<file path="src/rtl/bp_be_scoreboard_ni_if.sv">
// bp_be_scoreboard_ni_if: issue/writeback/hazard bundle between dispatch and the N-issue scoreboard.
interface bp_be_scoreboard_ni_if #(
    parameter int issue_width_p     = 2,
    parameter int clear_ports_p     = 2,
    parameter int num_rs_p          = 2,
    parameter int reg_addr_width_gp = 5
);
    localparam int rf_els_lp = 1 << reg_addr_width_gp;
    logic [issue_width_p-1:0]                                 score_v_i;
    logic [issue_width_p-1:0][reg_addr_width_gp-1:0]          score_rd_i;
    logic [clear_ports_p-1:0]                                 clear_v_i;
    logic [clear_ports_p-1:0][reg_addr_width_gp-1:0]          clear_rd_i;
    logic [issue_width_p-1:0][num_rs_p-1:0][reg_addr_width_gp-1:0] rs_i;
    logic [issue_width_p-1:0]                                 rd_v_i;
    logic [issue_width_p-1:0][reg_addr_width_gp-1:0]          rd_i;
    logic [issue_width_p-1:0][num_rs_p-1:0]                   rs_match_o;
    logic [issue_width_p-1:0]                                 rd_match_o;
    logic                                                     stall_o;
    logic [rf_els_lp-1:0]                                     busy_o;
    logic                                                     err_o;
    modport master (
        output score_v_i, score_rd_i, clear_v_i, clear_rd_i, rs_i, rd_v_i, rd_i,
        input  rs_match_o, rd_match_o, stall_o, busy_o, err_o
    );
    modport slave (
        input  score_v_i, score_rd_i, clear_v_i, clear_rd_i, rs_i, rd_v_i, rd_i,
        output rs_match_o, rd_match_o, stall_o, busy_o, err_o
    );
endinterface

</file>
<file path="src/rtl/bp_be_scoreboard_ni.sv">
// bp_be_scoreboard_ni: N-issue register scoreboard with saturating in-flight counters and RAW/WAW checks.
// Optional BP_BE_SCOREBOARD_CLEAR_BYPASS_EN lets a same-cycle final clear release dependents.
module bp_be_scoreboard_ni #(
    parameter int issue_width_p     = 2,
    parameter int clear_ports_p     = 2,
    parameter int num_rs_p          = 2,
    parameter int cnt_width_p       = 2,
    parameter int reg_addr_width_gp = 5
) (
    input logic clk_i,
    input logic reset_n_i,
    bp_be_scoreboard_ni_if.slave sb
);
    localparam int rf_els_lp = 1 << reg_addr_width_gp;
    localparam int sw_lp = cnt_width_p + $clog2(issue_width_p + clear_ports_p + 1) + 1;
    localparam logic [sw_lp-1:0] max_lp = sw_lp'((1 << cnt_width_p) - 1);

    logic [cnt_width_p-1:0] cnt_r [rf_els_lp];
    logic [cnt_width_p-1:0] nxt [rf_els_lp];
    logic [sw_lp-1:0] s [rf_els_lp];
    logic [sw_lp-1:0] c [rf_els_lp];
    logic [sw_lp-1:0] avail [rf_els_lp];
    logic [rf_els_lp-1:0] busy, busy_m;
    logic [issue_width_p-1:0][num_rs_p-1:0] rs_match;
    logic [issue_width_p-1:0] rd_match;
    logic stall, under, err_r;

    always_comb begin
        stall = 1'b0;
        under = 1'b0;
        for (int r = 0; r < rf_els_lp; r++) begin
            s[r] = '0;
            c[r] = '0;
            for (int i = 0; i < issue_width_p; i++)
                s[r] = s[r] + sw_lp'(r != 0 && sb.score_v_i[i] && sb.score_rd_i[i] == reg_addr_width_gp'(r));
            for (int p = 0; p < clear_ports_p; p++)
                c[r] = c[r] + sw_lp'(r != 0 && sb.clear_v_i[p] && sb.clear_rd_i[p] == reg_addr_width_gp'(r));
            stall = stall | (sw_lp'(cnt_r[r]) + s[r] > max_lp + c[r]);
        end
        // the whole bundle is dropped on stall, so availability is computed after the decision
        for (int r = 0; r < rf_els_lp; r++) begin
            avail[r] = sw_lp'(cnt_r[r]) + (stall ? '0 : s[r]);
            under = under | (c[r] > avail[r]);
            nxt[r] = cnt_width_p'(avail[r] - ((c[r] > avail[r]) ? avail[r] : c[r]));
            busy[r] = cnt_r[r] != '0;
`ifdef BP_BE_SCOREBOARD_CLEAR_BYPASS_EN
            busy_m[r] = busy[r] && (sw_lp'(cnt_r[r]) != c[r]);
`else
            busy_m[r] = busy[r];
`endif
        end
    end

    always_comb begin
        for (int j = 0; j < issue_width_p; j++) begin
            for (int k = 0; k < num_rs_p; k++) begin
                rs_match[j][k] = busy_m[sb.rs_i[j][k]];
                for (int i = 0; i < j; i++)
                    rs_match[j][k] = rs_match[j][k] | (sb.rd_v_i[i] && sb.rd_i[i] == sb.rs_i[j][k]);
                rs_match[j][k] = rs_match[j][k] && sb.rs_i[j][k] != '0;
            end
            rd_match[j] = busy_m[sb.rd_i[j]];
            for (int i = 0; i < j; i++)
                rd_match[j] = rd_match[j] | (sb.rd_v_i[i] && sb.rd_i[i] == sb.rd_i[j]);
            rd_match[j] = rd_match[j] && sb.rd_v_i[j] && sb.rd_i[j] != '0;
        end
    end

    always_ff @(posedge clk_i or negedge reset_n_i) begin
        if (!reset_n_i) begin
            for (int r = 0; r < rf_els_lp; r++) cnt_r[r] <= '0;
            err_r <= 1'b0;
        end else begin
            for (int r = 0; r < rf_els_lp; r++) cnt_r[r] <= nxt[r];
            err_r <= err_r | under;
        end
    end

    assign sb.rs_match_o = rs_match;
    assign sb.rd_match_o = rd_match;
    assign sb.stall_o    = stall;
    assign sb.busy_o     = busy;
    assign sb.err_o      = err_r;
endmodule

</file>
<file path="src/flat_wrapper.sv">
// flat-port wrapper written by rule: the top's interface ports become plain ports
module bp_be_scoreboard_ni_flat 
#(
    parameter int issue_width_p     = 2,
    parameter int clear_ports_p     = 2,
    parameter int num_rs_p          = 2,
    parameter int cnt_width_p       = 2,
    parameter int reg_addr_width_gp = 5
)
  (clk_i, reset_n_i, sb_score_v_i, sb_score_rd_i, sb_clear_v_i, sb_clear_rd_i, sb_rs_i, sb_rd_v_i, sb_rd_i, sb_rs_match_o, sb_rd_match_o, sb_stall_o, sb_busy_o, sb_err_o);
  bp_be_scoreboard_ni_if #(.issue_width_p(issue_width_p), .clear_ports_p(clear_ports_p), .num_rs_p(num_rs_p), .reg_addr_width_gp(reg_addr_width_gp)) sb_i ();
  input logic clk_i;
  input logic reset_n_i;
  input wire logic [$bits(sb_i.score_v_i)-1:0] sb_score_v_i;
  input wire logic [$bits(sb_i.score_rd_i)-1:0] sb_score_rd_i;
  input wire logic [$bits(sb_i.clear_v_i)-1:0] sb_clear_v_i;
  input wire logic [$bits(sb_i.clear_rd_i)-1:0] sb_clear_rd_i;
  input wire logic [$bits(sb_i.rs_i)-1:0] sb_rs_i;
  input wire logic [$bits(sb_i.rd_v_i)-1:0] sb_rd_v_i;
  input wire logic [$bits(sb_i.rd_i)-1:0] sb_rd_i;
  output wire logic [$bits(sb_i.rs_match_o)-1:0] sb_rs_match_o;
  output wire logic [$bits(sb_i.rd_match_o)-1:0] sb_rd_match_o;
  output wire logic [$bits(sb_i.stall_o)-1:0] sb_stall_o;
  output wire logic [$bits(sb_i.busy_o)-1:0] sb_busy_o;
  output wire logic [$bits(sb_i.err_o)-1:0] sb_err_o;
  assign sb_i.score_v_i = sb_score_v_i;
  assign sb_i.score_rd_i = sb_score_rd_i;
  assign sb_i.clear_v_i = sb_clear_v_i;
  assign sb_i.clear_rd_i = sb_clear_rd_i;
  assign sb_i.rs_i = sb_rs_i;
  assign sb_i.rd_v_i = sb_rd_v_i;
  assign sb_i.rd_i = sb_rd_i;
  assign sb_rs_match_o = sb_i.rs_match_o;
  assign sb_rd_match_o = sb_i.rd_match_o;
  assign sb_stall_o = sb_i.stall_o;
  assign sb_busy_o = sb_i.busy_o;
  assign sb_err_o = sb_i.err_o;
  bp_be_scoreboard_ni #(.issue_width_p(issue_width_p), .clear_ports_p(clear_ports_p), .num_rs_p(num_rs_p), .cnt_width_p(cnt_width_p), .reg_addr_width_gp(reg_addr_width_gp)) u_core (.clk_i(clk_i), .reset_n_i(reset_n_i), .sb(sb_i));
endmodule
</file>
<file path="config.mk">
export PLATFORM = sky130hd
export DESIGN_NAME = bp_be_scoreboard_ni_flat
export DESIGN_NICKNAME = d
export VERILOG_FILES = /design/src/rtl/bp_be_scoreboard_ni_if.sv /design/src/rtl/bp_be_scoreboard_ni.sv /design/src/flat_wrapper.sv
export SDC_FILE = /design/constraint.sdc
export NUM_CORES = 1
export LEC_CHECK = 0
export ABC_AREA = 1
export BUFFER_PORTS_ARGS = -buffer_cell sky130_fd_sc_hd__buf_2
export CAP_MARGIN = 20
export CORE_AREA = 3 3 227 229
export CTS_CLUSTER_DIAMETER = 60
export DETAILED_ROUTE_END_ITERATION = 10
export DIE_AREA = 0 0 230 232
export MAX_ROUTING_LAYER = met4
export PLACE_DENSITY = 0.59
export SLEW_MARGIN = 10
export SYNTH_ARGS = -nofsm -noshare
export SYNTH_HDL_FRONTEND = slang
export SYNTH_SLANG_ARGS = --single-unit
export TNS_END_PERCENT = 10
</file>
<file path="constraint.sdc">
create_clock -name clk_i -period 4.7 [get_ports clk_i]
set_input_delay 0.94 -clock clk_i [delete_from_list [all_inputs] [get_ports clk_i]]
set_output_delay 0.94 -clock clk_i [all_outputs]
set_load 0.005 [all_outputs]
</file>
==> implementation parameters, run 1 <==
Parameter                              Value

Global route
  First-pass GRT wire length ... 80,600 µm
  All-Layer GR Usage ... 19.7%
  Pin count of the biggest net entering global routing ... 36
  Via count of the first global-routing pass ... 15,137
  GR Overflow Total ... 0
  Antenna violations before repair ... 0

Final layout
  Final #Nets ... 3,277
  Most frequent cells in the layout ... sky130_fd_sc_hd__inv_1, sky130_fd_sc_hd__buf_4, sky130_fd_sc_hd__nand2_1
  Area of all placed cells without fillers ... 0.0218 mm²
  Proportion of layout cells with a drive suffix above 1 ... 29.7%
  Most common library cell in the layout ignoring fill and taps ... sky130_fd_sc_hd__inv_1
  Relative area change from synthesis to final layout ... 42.1%
  Final cell utilization of the core ... 43.8%

Clock network
  Max Root-Sink Buffers ... 2
  Clock Tree Root ... sky130_fd_sc_hd__clkbuf_16
  Source-to-sink clock delay at the later pin of the worst-skew pair ... 0.36 ns
  Sink count of the clock tree ... 63
  Clock transition time at the flip-flop clock pins of the worst setup and hold paths ... 0.07 ns
  TritonCTS Buffers ... 9
  H-tree levels ... 3
  Clock tree from TritonCTS ... yes

Synth
  Distinct cell type count after synthesis ... 36
  Sequential element share of the synthesized area ... 10.3%
  Syn Nets ... 2,810
  Synth Instances ... 2,318
  Number of warnings printed during yosys synthesis ... 0
  Mapped Area ... 0.0154 mm²
  #FFs+latches synth ... 63
  Syn_area_per_cell ... 6.63 µm²

Setup path
  Launch point of the worst reg-to-reg path ... u_core.cnt_r[18]$_DFF_PN0_
  Biggest cell delay along the critical path ... 0.57 ns
  Crit-path max FO ... 8
  Signal arrival time at the worst endpoint ... 5.99 ns
  Nature of the critical path endpoint ... flop
  Critical path start-end classification ... input pin to flop
  Setup slack of the worst register-to-register path ... -0.01 ns
  Required @ worst endpoint ... 4.95 ns
  Endpoint of the lowest-slack register-to-register path ... u_core.sb.err_o$_DFF_PN0_
  Critical Path Slowest Stage Cell ... sky130_fd_sc_hd__fa_2
  Setup crit start kind ... input pin
  Worst Reg-to-Reg Cells ... 28

Pwr
  Power per cell area ... 384 mW/mm²
  Post-layout total power ... 0.00838 W
  Peak supply drop ... 231 µV
  Leak Pwr ... 11.8 nW

Placed design
  Port Buffers ... 96
  Detailed Place HPWL ... 42,100 µm
  Dpl cell area ... 0.0195 mm²
  GPL Wtd Cong ... 1.00

STA
  Transition time at the pin with the least slew margin ... 1.18 ns
  Unrepaired setup endpoints after global routing ... true
  Relative slew slack ... 20.9%
  Max Clk Rate ... 0.174 GHz
  Minimum clock period after layout ... 5.73 ns
  Number of slew-limit violations in the final report ... 0
  Worst hold margin ... 0.547 ns
  Final hold violations ... 0
  Ratio of final minimum period to clock period ... 122%
  Worst-case clock skew ... 0.0129 ns
  Setup-failing EPs final ... 64
  Post-route setup slack ... -1.03 ns

Drt
  Violation count after the first detailed-route iteration ... 1,178
  TritonRoute pass-1 iters ... 6
  Residual DRC count ... 0
  Routed wire per std cell ... 15.2 µm
  Routed wire length ... 52,500 µm
  Overall via count from detail_route ... 15,743
  Routed Antenna Nets ... 0
  Vias per cell ... 4.54

Run
  Maximum capacitance violations ... 0

Run status
  Violations in the final reports ... negative setup slack
  Outcome ... finished with violations

Die
  Core area ... 0.0499 mm²
  I/O Pins ... 98
  Horizontal extent of the die ... 230 µm
  Full die area ... 0.0534 mm²
  DIE HEIGHT ... 232 µm
  Initial Util ... 30.8%
  Number of core rows ... 82

Worst hold path
  Hold crit path type ... input pin to asynchronous set/reset pin
## critical path, delay by kind of cell
family                     cells  cell delay, ns
adders and majority gates      7            1.95
and+or+nand+nor               14            1.60
buffers and inverters         11            1.10
AOI/OAI and AO/OA              3            0.39
## per-stage QoR
step / instances / setup slack, ns / TNS [ns]
2_1_floorplan: 2318 / -0.496 / -26.94
3_3_place_gp: 3424 / -1.68 / -94.92
3_5_place_dp: 3424 / -1.81 / -98.63
4_1_cts: 3451 / -0.936 / -51.07
5_1_grt: 3462 / -1.25 / -71.97
6_report: 3464 / -1.03 / -56.27
## metal layers
metal  global-route usage [%]  vias to the layer above  share of wire (%)
met4                     5.16                        0                2.8
met1                     25.7                     7188                 45
met3                     3.57                       84                7.6
met5                        -                        -                  0
li1                         -                     7976                  -
met2                     31.5                      495                 45
## cell usage after synthesis
cell type / count / area (µm²)
sky130_fd_sc_hd__dfrtp_1: 63 / 1580
sky130_fd_sc_hd__o2111ai_1: 1 / 8.76
sky130_fd_sc_hd__nand3b_1: 1 / 7.51
sky130_fd_sc_hd__nor2_2: 17 / 106
sky130_fd_sc_hd__buf_1: 2 / 7.51
sky130_fd_sc_hd__conb_1: 1 / 3.75
sky130_fd_sc_hd__a21boi_0: 3 / 22.5
sky130_fd_sc_hd__inv_2: 4 / 15.0
sky130_fd_sc_hd__o21bai_1: 21 / 158
sky130_fd_sc_hd__xor2_1: 34 / 298
sky130_fd_sc_hd__nor3_1: 4 / 20.0
sky130_fd_sc_hd__nand3_1: 113 / 566
sky130_fd_sc_hd__o21ai_0: 84 / 420
sky130_fd_sc_hd__ha_1: 372 / 4650
sky130_fd_sc_hd__nand2_1: 344 / 1290
sky130_fd_sc_hd__and3_1: 1 / 6.26
sky130_fd_sc_hd__o21ai_1: 7 / 35.0
sky130_fd_sc_hd__a21oi_1: 91 / 455
sky130_fd_sc_hd__fa_1: 62 / 1240
sky130_fd_sc_hd__nor4_1: 3 / 18.8
sky130_fd_sc_hd__buf_6: 6 / 67.6
sky130_fd_sc_hd__buf_2: 12 / 60.1
sky130_fd_sc_hd__buf_4: 1 / 7.51
sky130_fd_sc_hd__o211ai_1: 17 / 128
sky130_fd_sc_hd__inv_1: 653 / 2450
sky130_fd_sc_hd__clkbuf_1: 12 / 45.0
sky130_fd_sc_hd__xnor2_1: 33 / 289
sky130_fd_sc_hd__a22oi_1: 2 / 15.0
sky130_fd_sc_hd__o221ai_1: 1 / 8.76
sky130_fd_sc_hd__nor2_1: 332 / 1250
sky130_fd_sc_hd__o22ai_1: 7 / 43.8
sky130_fd_sc_hd__nor3b_1: 1 / 7.51
sky130_fd_sc_hd__or2_2: 1 / 6.26
sky130_fd_sc_hd__nand2_4: 1 / 11.3
sky130_fd_sc_hd__o21a_1: 3 / 22.5
sky130_fd_sc_hd__nand4_1: 8 / 50.1
## report_power, final
part           total, W  leakage [nW]  switching [W]  internal, W
Sequential      0.00104         0.779       0.000245     0.000793
Clock          0.000849         0.168       0.000317     0.000532
Combinational   0.00649          10.8        0.00362      0.00287
## area by class of cell
cell class | instances | area, µm²
antenna | 2 | 5.00
fill | 5110 | 28000
sequential | 63 | 1580
multi-input combinational | 1565 | 12800
tap | 672 | 841
clock buffer | 10 | 239
timing repair buffer | 489 | 3790
inverter | 657 | 2490
clock inverter | 6 | 108
## how the worst max path moves through the flow
stage	to	slack, ns	from	depth (start not counted)
CTS	u_core.cnt_r[16]$_DFF_PN0_	-0.94	sb_score_rd_i[1]	36
global route	u_core.sb.err_o$_DFF_PN0_	-1.25	sb_score_rd_i[0]	35
floorplan	u_core.cnt_r[57]$_DFF_PN0_	-0.50	sb_score_v_i[0]	31
global placement	u_core.cnt_r[51]$_DFF_PN0_	-1.68	sb_score_rd_i[0]	33
finish	u_core.sb.err_o$_DFF_PN0_	-1.03	sb_score_rd_i[0]	35
detailed placement	u_core.sb.err_o$_DFF_PN0_	-1.81	sb_score_rd_i[0]	33
## sequential cells by signal, indices dropped and copies added (netlist names)
register         flops
u_core.cnt_r        62
u_core.sb.err_o      1
## cell families after synthesis
| group | share of synthesized area (%) |
|---|---|
| AOI/OAI and AO/OA | 8.57 |
| DFF | 10.3 |
| xor gates and xnor gates | 3.82 |
| and+or+nand+nor | 21.7 |
| other | 0.0244 |
| buffers and inverters | 17.3 |
| adders and majority gates | 38.4 |
## timing repair
action	4_1_cts	5_1_grt
hold endpoints to repair	0	0
hold buffers	0	0
gates resized for setup	268	146
pin swaps	121	89
cloned	1	3
setup endpoints to repair	64	64
buffers inserted	14	9
Note: power is estimated with default switching activity, not from simulation.
==> inputs of run 2 (changes only) <==
- GPL_TIMING_DRIVEN: not set -> 0
==> run 2 against run 1 <==
The run still ends with negative setup slack left. Via count decreased by 5.8%. Sequential cell count unchanged. Clock skew about the same. Core utilization decreased by 4.8 points. Combinational power decreased by 13%. First-iteration DRC count decreased by 2.3%. Register-to-register slack got worse by 0.23 ns. Wire length decreased by 3.4%. Die area unchanged. Critical path type unchanged.
==> implementation parameters, run 2 (synthesized netlist as in run 1, its figures left out) <==
Parameter                              Value

STA
  Transition time at the pin with the least slew margin ... 1.23 ns (was 1.18 ns)
  Ratio of final minimum period to clock period ... 124% (was 122%)
  Minimum clock period after layout ... 5.82 ns (was 5.73 ns)
  Final hold violations ... 0 (unchanged)
  Unrepaired setup endpoints after global routing ... true (unchanged)
  Number of slew-limit violations in the final report ... 0 (unchanged)
  Setup-failing EPs final ... 64 (unchanged)
  Post-route setup slack ... -1.12 ns (was -1.03 ns)
  Worst-case clock skew ... 0.0128 ns (was 0.0129 ns)
  Max Clk Rate ... 0.172 GHz (was 0.174 GHz)
  Relative slew slack ... 17.4% (was 20.9%)

Setup path
  Critical Path Slowest Stage Cell ... sky130_fd_sc_hd__fa_2 (unchanged)
  Buf+Inv Stages, Crit Path ... 8 (was 11)
  Setup crit start kind ... input pin (unchanged)
  Biggest cell delay along the critical path ... 0.58 ns (was 0.57 ns)
  Signal arrival time at the worst endpoint ... 6.05 ns (was 5.99 ns)
  Top cell family by delay on the critical path ... simple AND/OR/NAND/NOR gates (was adder cells)
  Required @ worst endpoint ... 4.93 ns (was 4.95 ns)
  Critical path start-end classification ... input pin to flop (unchanged)
  Cell seen most often among critical-path stages ... sky130_fd_sc_hd__ha_4
  Crit-path max FO ... 8 (unchanged)
  Nature of the critical path endpoint ... flop (unchanged)

Final layout
  FILL cells ... 5,205 (was 5,110)
  Area of all placed cells without fillers ... 0.0195 mm² (was 0.0218 mm²)
  Most frequent cells in the layout ... sky130_fd_sc_hd__inv_1, sky130_fd_sc_hd__ha_1, sky130_fd_sc_hd__nand2_1 (was sky130_fd_sc_hd__inv_1, sky130_fd_sc_hd__buf_4, sky130_fd_sc_hd__nand2_1)
  Final cell utilization of the core ... 39.0% (was 43.8%)
  Max FFs per register ... 62 (unchanged)
  Register containing the most flip-flops in the final layout ... u_core.cnt_r (unchanged)
  Most common library cell in the layout ignoring fill and taps ... sky130_fd_sc_hd__inv_1 (unchanged)
  Proportion of layout cells with a drive suffix above 1 ... 21.2% (was 29.7%)
  Relative area change from synthesis to final layout ... 26.5% (was 42.1%)
  Final #Nets ... 2,975 (was 3,277)

Drt
  TritonRoute pass-1 iters ... 5 (was 6)
  Routed Antenna Nets ... 0 (unchanged)
  Routed wire length ... 50,800 µm (was 52,500 µm)
  Routed wire per std cell ... 16.0 µm (was 15.2 µm)
  Vias per cell ... 4.69 (was 4.54)
  Violation count after the first detailed-route iteration ... 1,151 (was 1,178)
  Overall via count from detail_route ... 14,826 (was 15,743)
  Residual DRC count ... 0 (unchanged)

Clock network
  Source-to-sink clock delay at the later pin of the worst-skew pair ... 0.36 ns (about the same)
  Sink count of the clock tree ... 63 (unchanged)
  Max Root-Sink Buffers ... 2 (unchanged)
  Clock transition time at the flip-flop clock pins of the worst setup and hold paths ... 0.06 ns (was 0.07 ns)
  Clock Tree Root ... sky130_fd_sc_hd__clkbuf_16 (unchanged)
  H-tree levels ... 3 (unchanged)
  TritonCTS Buffers ... 9 (unchanged)
  Clock tree from TritonCTS ... yes (unchanged)
  # hold bufs at CTS ... 0 (unchanged)

Run status
  Outcome ... finished with violations (unchanged)
  Violations in the final reports ... negative setup slack (unchanged)

Placed design
  Port Buffers ... 86 (was 96)
  GPL Wtd Cong ... 1.00 (about the same)
  Detailed Place HPWL ... 40,300 µm (was 42,100 µm)
  Dpl cell area ... 0.0168 mm² (was 0.0195 mm²)
  Setup Slack @ Placement ... -2.24 ns (was -1.81 ns)

Global route
  All-Layer GR Usage ... 18.8% (was 19.7%)
  Via count of the first global-routing pass ... 13,712 (was 15,137)
  GR Overflow Total ... 0 (unchanged)
  Pin count of the biggest net entering global routing ... 42 (was 36)
  Antenna violations before repair ... 1 (was 0)
  First-pass GRT wire length ... 75,000 µm (was 80,600 µm)

Die
  Number of core rows ... 82 (unchanged)
  Full die area ... 0.0534 mm² (unchanged)
  Core area ... 0.0499 mm² (unchanged)
  Horizontal extent of the die ... 230 µm (unchanged)
  Initial Util ... 30.8% (unchanged)
  I/O Pins ... 98 (unchanged)
  DIE HEIGHT ... 232 µm (unchanged)

Pwr
  Leak Pwr ... 10.2 nW (was 11.8 nW)
  Peak supply drop ... 221 µV (was 231 µV)
  Power per cell area ... 379 mW/mm² (was 384 mW/mm²)

Worst hold path
  Hold crit path type ... input pin to asynchronous set/reset pin (unchanged)

Run
  Maximum capacitance violations ... 0 (unchanged)
run 2: changes by cell type in the layout (fill, tap and decap cells not counted), moves of 6 or more:
cell / change
sky130_fd_sc_hd__buf_4: -310
sky130_fd_sc_hd__ha_1: +8
sky130_fd_sc_hd__nor2_2: -7
sky130_fd_sc_hd__clkbuf_1: +7
sky130_fd_sc_hd__ha_4: -9
sky130_fd_sc_hd__inv_1: -6
sky130_fd_sc_hd__buf_6: -12
sky130_fd_sc_hd__o21ai_1: -12
sky130_fd_sc_hd__o21ai_2: +10
run 2: what timing repair did:
action / CTS / global route
resized for setup: 249 / 194
cloned: 2 / 1
pin swaps: 98 / 135
setup endpoints to repair: 64 / 64
setup buffers: 30 / 34
run 2: final cells by class:
class	instances	area (µm²)	area share [%]
tap	672	841	4.32
antenna	3	7.51	0.0386
buffer	33	324	1.67
sequential	63	1580	8.10
clock buffer	12	256	1.32
clock inverter	4	20.0	0.103
timing repair buffer	154	1230	6.32
multi-input combinational	1565	12700	65.3
inverter	657	2490	12.8
run 2: worst paths after layout:
| check | end | start | cells past startpoint | slack (ns) |
|---|---|---|---|---|
| worst max-delay path | u_core.sb.err_o$_DFF_PN0_ | sb_score_rd_i[6] | 33 | -1.12 |
| worst min-delay path | u_core.cnt_r[32]$_DFF_PN0_ | reset_n_i | 1 | 0.50 |
| worst max register to register | u_core.sb.err_o$_DFF_PN0_ | u_core.cnt_r[18]$_DFF_PN0_ | 27 | -0.24 |
| worst min register to register | u_core.sb.err_o$_DFF_PN0_ | u_core.sb.err_o$_DFF_PN0_ | 4 | 0.71 |
| max in group asynchronous | u_core.cnt_r[54]$_DFF_PN0_ | reset_n_i | 2 | 3.62 |
| min in group clk_i | u_core.sb.err_o$_DFF_PN0_ | u_core.sb.err_o$_DFF_PN0_ | 4 | 0.71 |
run 2: power breakdown:
part	switching, W	leakage, nW	internal [W]	total (W)
registers	0.000274	0.779	0.000794	0.00107
clock network	0.000288	0.142	0.000383	0.000671
logic	0.00344	9.31	0.00219	0.00564
total	0.00401	10.2	0.00337	0.00738
run 2: worst reg2reg max path, delay by kind of cell (launching register included):
family                     cells  cell delay (ns)
adders and majority gates      6             1.81
and+or+nand+nor               12             1.56
AOI/OAI and AO/OA              3             0.52
buffers and inverters          6             0.50
DFF                            1             0.44
run 2: through the flow:
| stage | total power [W] | hold WS [ns] | cells | TNS, ns |
|---|---|---|---|---|
| floorplan | 0.00404 | 0.570 | 2318 | -26.94 |
| global placement | 0.00561 | 0.715 | 3076 | -101.78 |
| detailed placement | 0.00565 | 0.720 | 3077 | -100.07 |
| CTS | 0.00681 | 0.504 | 3125 | -46.26 |
| global route | 0.00808 | 0.521 | 3162 | -66.79 |
| finish | 0.00738 | 0.503 | 3163 | -53.54 |
run 2: layer usage:
layer	GRT usage (%)	up-vias	share of wire (%)
met4	6.61	0	3.7
met5	-	-	0
met3	4.64	113	9.4
met1	24.2	6768	43
li1	-	7370	-
met2	28.7	575	43
==> inputs of run 3 (changes only) <==
- ABC_CLOCK_PERIOD_IN_PS: not set -> 4700
- TNS_END_PERCENT: 10 -> 20
==> run 3 against run 2 <==
The run still ends with negative setup slack left. Largest power group unchanged. Setup slack worse by 0.15 ns. Sequential share of layout area rose by 0.082 points. Fmax decreased by 2.6%. Cell area shrank 1.0%. Worst hold slack lost 0.021 ns. Cell count stayed put. First-iteration DRC count increased by 11%. Clock skew decreased by 0.0043 ns. Critical path type unchanged. Core utilization shrank 0.39 points. Clock-buffer cell count increased by 2. Sequential cell count is the same. Critical path depth shrank 2.
==> implementation parameters, run 3 (synthesized netlist as in run 1, its figures left out) <==
Parameter                              Value

STA
  Unrepaired setup endpoints after global routing ... true (unchanged)
  Setup-failing EPs final ... 64 (unchanged)
  Final hold violations ... 0 (unchanged)
  Number of slew-limit violations in the final report ... 0 (unchanged)
  Max Clk Rate ... 0.168 GHz (was 0.172 GHz)
  Ratio of final minimum period to clock period ... 127% (was 124%)
  Transition time at the pin with the least slew margin ... 1.15 ns (was 1.23 ns)
  Worst-case clock skew ... 0.00845 ns (was 0.0128 ns)
  Minimum clock period after layout ... 5.97 ns (was 5.82 ns)
  Relative slew slack ... 23.3% (was 17.4%)
  Post-route setup slack ... -1.27 ns (was -1.12 ns)

Clock network
  # hold bufs at CTS ... 0 (unchanged)
  H-tree levels ... 3 (unchanged)
  TritonCTS Buffers ... 9 (unchanged)
  Clock Tree Root ... sky130_fd_sc_hd__clkbuf_16 (unchanged)
  Source-to-sink clock delay at the later pin of the worst-skew pair ... 0.36 ns (about the same)
  Sink count of the clock tree ... 63 (unchanged)
  Max Root-Sink Buffers ... 2 (unchanged)
  Clock transition time at the flip-flop clock pins of the worst setup and hold paths ... 0.06 ns (about the same)
  Clock tree from TritonCTS ... yes (unchanged)

Die
  Initial Util ... 30.8% (unchanged)
  Core area ... 0.0499 mm² (unchanged)
  I/O Pins ... 98 (unchanged)
  Full die area ... 0.0534 mm² (unchanged)
  Horizontal extent of the die ... 230 µm (unchanged)
  Number of core rows ... 82 (unchanged)
  DIE HEIGHT ... 232 µm (unchanged)

Setup path
  Nature of the critical path endpoint ... flop (unchanged)
  Critical Path Slowest Stage Cell ... sky130_fd_sc_hd__fa_1 (was sky130_fd_sc_hd__fa_2)
  Setup crit start kind ... input pin (unchanged)
  Launch point of the worst reg-to-reg path ... u_core.cnt_r[18]$_DFF_PN0_ (unchanged)
  Critical path start-end classification ... input pin to flop (unchanged)
  Endpoint of the lowest-slack register-to-register path ... u_core.sb.err_o$_DFF_PN0_ (unchanged)
  Cell seen most often among critical-path stages ... sky130_fd_sc_hd__inv_2 (was sky130_fd_sc_hd__ha_4)
  Crit-path max FO ... 8 (unchanged)
  Signal arrival time at the worst endpoint ... 6.21 ns (was 6.05 ns)
  Required @ worst endpoint ... 4.94 ns (was 4.93 ns)
  Biggest cell delay along the critical path ... 0.54 ns (was 0.58 ns)
  Crit. Startpoint ... sb_score_rd_i[0] (was sb_score_rd_i[6])
  Worst Reg-to-Reg Cells ... 26 (was 27)
  Setup slack of the worst register-to-register path ... -0.29 ns (was -0.24 ns)
  End point of the critical path ... u_core.sb.err_o$_DFF_PN0_ (unchanged)

Pwr
  Power per cell area ... 392 mW/mm² (was 379 mW/mm²)
  Leak Pwr ... 10.2 nW (about the same)
  Peak supply drop ... 201 µV (was 221 µV)

Drt
  Vias per cell ... 4.63 (was 4.69)
  Routed wire length ... 50,000 µm (was 50,800 µm)
  Routed Antenna Nets ... 0 (unchanged)
  Routed wire per std cell ... 15.8 µm (was 16.0 µm)
  TritonRoute pass-1 iters ... 5 (unchanged)
  Residual DRC count ... 0 (unchanged)
  Violation count after the first detailed-route iteration ... 1,272 (was 1,151)
  Overall via count from detail_route ... 14,660 (was 14,826)

Placed design
  GPL Wtd Cong ... 0.962 (was 1.00)
  Detailed Place HPWL ... 39,900 µm (was 40,300 µm)
  Port Buffers ... 86 (unchanged)
  Setup Slack @ Placement ... -2.84 ns (was -2.24 ns)

Run
  Maximum capacitance violations ... 0 (unchanged)

Final layout
  Final cell utilization of the core ... 38.6% (was 39.0%)
  Max FFs per register ... 62 (unchanged)
  Most frequent cells in the layout ... sky130_fd_sc_hd__inv_1, sky130_fd_sc_hd__ha_1, sky130_fd_sc_hd__nand2_1 (unchanged)
  Most common library cell in the layout ignoring fill and taps ... sky130_fd_sc_hd__inv_1 (unchanged)
  Relative area change from synthesis to final layout ... 25.3% (was 26.5%)
  Final #Nets ... 2,974 (was 2,975)
  Register containing the most flip-flops in the final layout ... u_core.cnt_r (unchanged)
  Proportion of layout cells with a drive suffix above 1 ... 20.0% (was 21.2%)

Global route
  All-Layer GR Usage ... 19.0% (was 18.8%)
  Via count of the first global-routing pass ... 13,907 (was 13,712)
  Antenna violations before repair ... 3 (was 1)
  First-pass GRT wire length ... 75,700 µm (was 75,000 µm)
  GR Overflow Total ... 0 (unchanged)
  Pin count of the biggest net entering global routing ... 46 (was 42)

Worst hold path
  Hold crit path type ... input pin to asynchronous set/reset pin (unchanged)

Run status
  Outcome ... finished with violations (unchanged)
  Violations in the final reports ... negative setup slack (unchanged)
run 3: worst max-delay path, delay by kind of cell:
family / cells / cell delay (ns)
AND/OR/NAND/NOR: 14 / 2.31
adder cells (fa/ha/maj): 7 / 1.94
buffers and inverters: 7 / 0.59
AO/OA/AOI/OAI: 3 / 0.41
run 3: per-stage QoR:
stage / instances / instance area, µm² / hold slack (ns) / total power, W / TNS, ns
2_1_floorplan: 2318 / 15600 / 0.570 / 0.00409 / -26.68
3_3_place_gp: 3076 / 16900 / 0.656 / 0.00567 / -122.35
3_5_place_dp: 3079 / 16900 / 0.649 / 0.00574 / -121.54
4_1_cts: 3131 / 18300 / 0.485 / 0.00706 / -51.48
5_1_grt: 3162 / 19300 / 0.498 / 0.00830 / -71.62
6_report: 3163 / 19300 / 0.482 / 0.00755 / -58.48
run 3: routing by layer:
layer	track usage (%)	wire length (µm)	vias up
met1	24.0	21700	6733
met3	4.17	4160	92
met4	7.44	2030	0
met2	29.5	22100	462
li1	-	-	7373
met5	-	0	-
run 3: cell type report:
class | instances | area, µm²
fill | 5242 | 30600
multi-input combinational | 1565 | 12500
inverter | 657 | 2490
sequential | 63 | 1580
timing repair buffer | 153 | 1140
tap | 672 | 841
buffer | 33 | 313
clock buffer | 14 | 284
clock inverter | 2 | 60.1
antenna | 4 | 10.0
run 3: what timing repair did:
action / 4_1_cts / 5_1_grt
buffers inserted: 35 / 27
pin swaps: 69 / 113
cloned: 1 / 2
setup endpoints to repair: 64 / 64
gates resized for setup: 185 / 179
run 3: power breakdown:
group          leakage (nW)  total, W  internal, W  switching, W
Sequential            0.779   0.00105     0.000794      0.000259
Clock                 0.169  0.000808     0.000523      0.000284
Combinational          9.28   0.00569      0.00221       0.00348
run 3: how the worst min path moves through the flow:
| stage | from | end | slack, ns | depth (start not counted) |
|---|---|---|---|---|
| floorplan | u_core.sb.err_o$_DFF_PN0_ | u_core.sb.err_o$_DFF_PN0_ | 0.57 | 4 |
| global placement | u_core.sb.err_o$_DFF_PN0_ | u_core.sb.err_o$_DFF_PN0_ | 0.66 | 4 |
| detailed placement | u_core.sb.err_o$_DFF_PN0_ | u_core.sb.err_o$_DFF_PN0_ | 0.65 | 4 |
| CTS | reset_n_i | u_core.cnt_r[30]$_DFF_PN0_ | 0.48 | 1 |
| global route | reset_n_i | u_core.cnt_r[30]$_DFF_PN0_ | 0.50 | 1 |
| finish | reset_n_i | u_core.cnt_r[30]$_DFF_PN0_ | 0.48 | 1 |
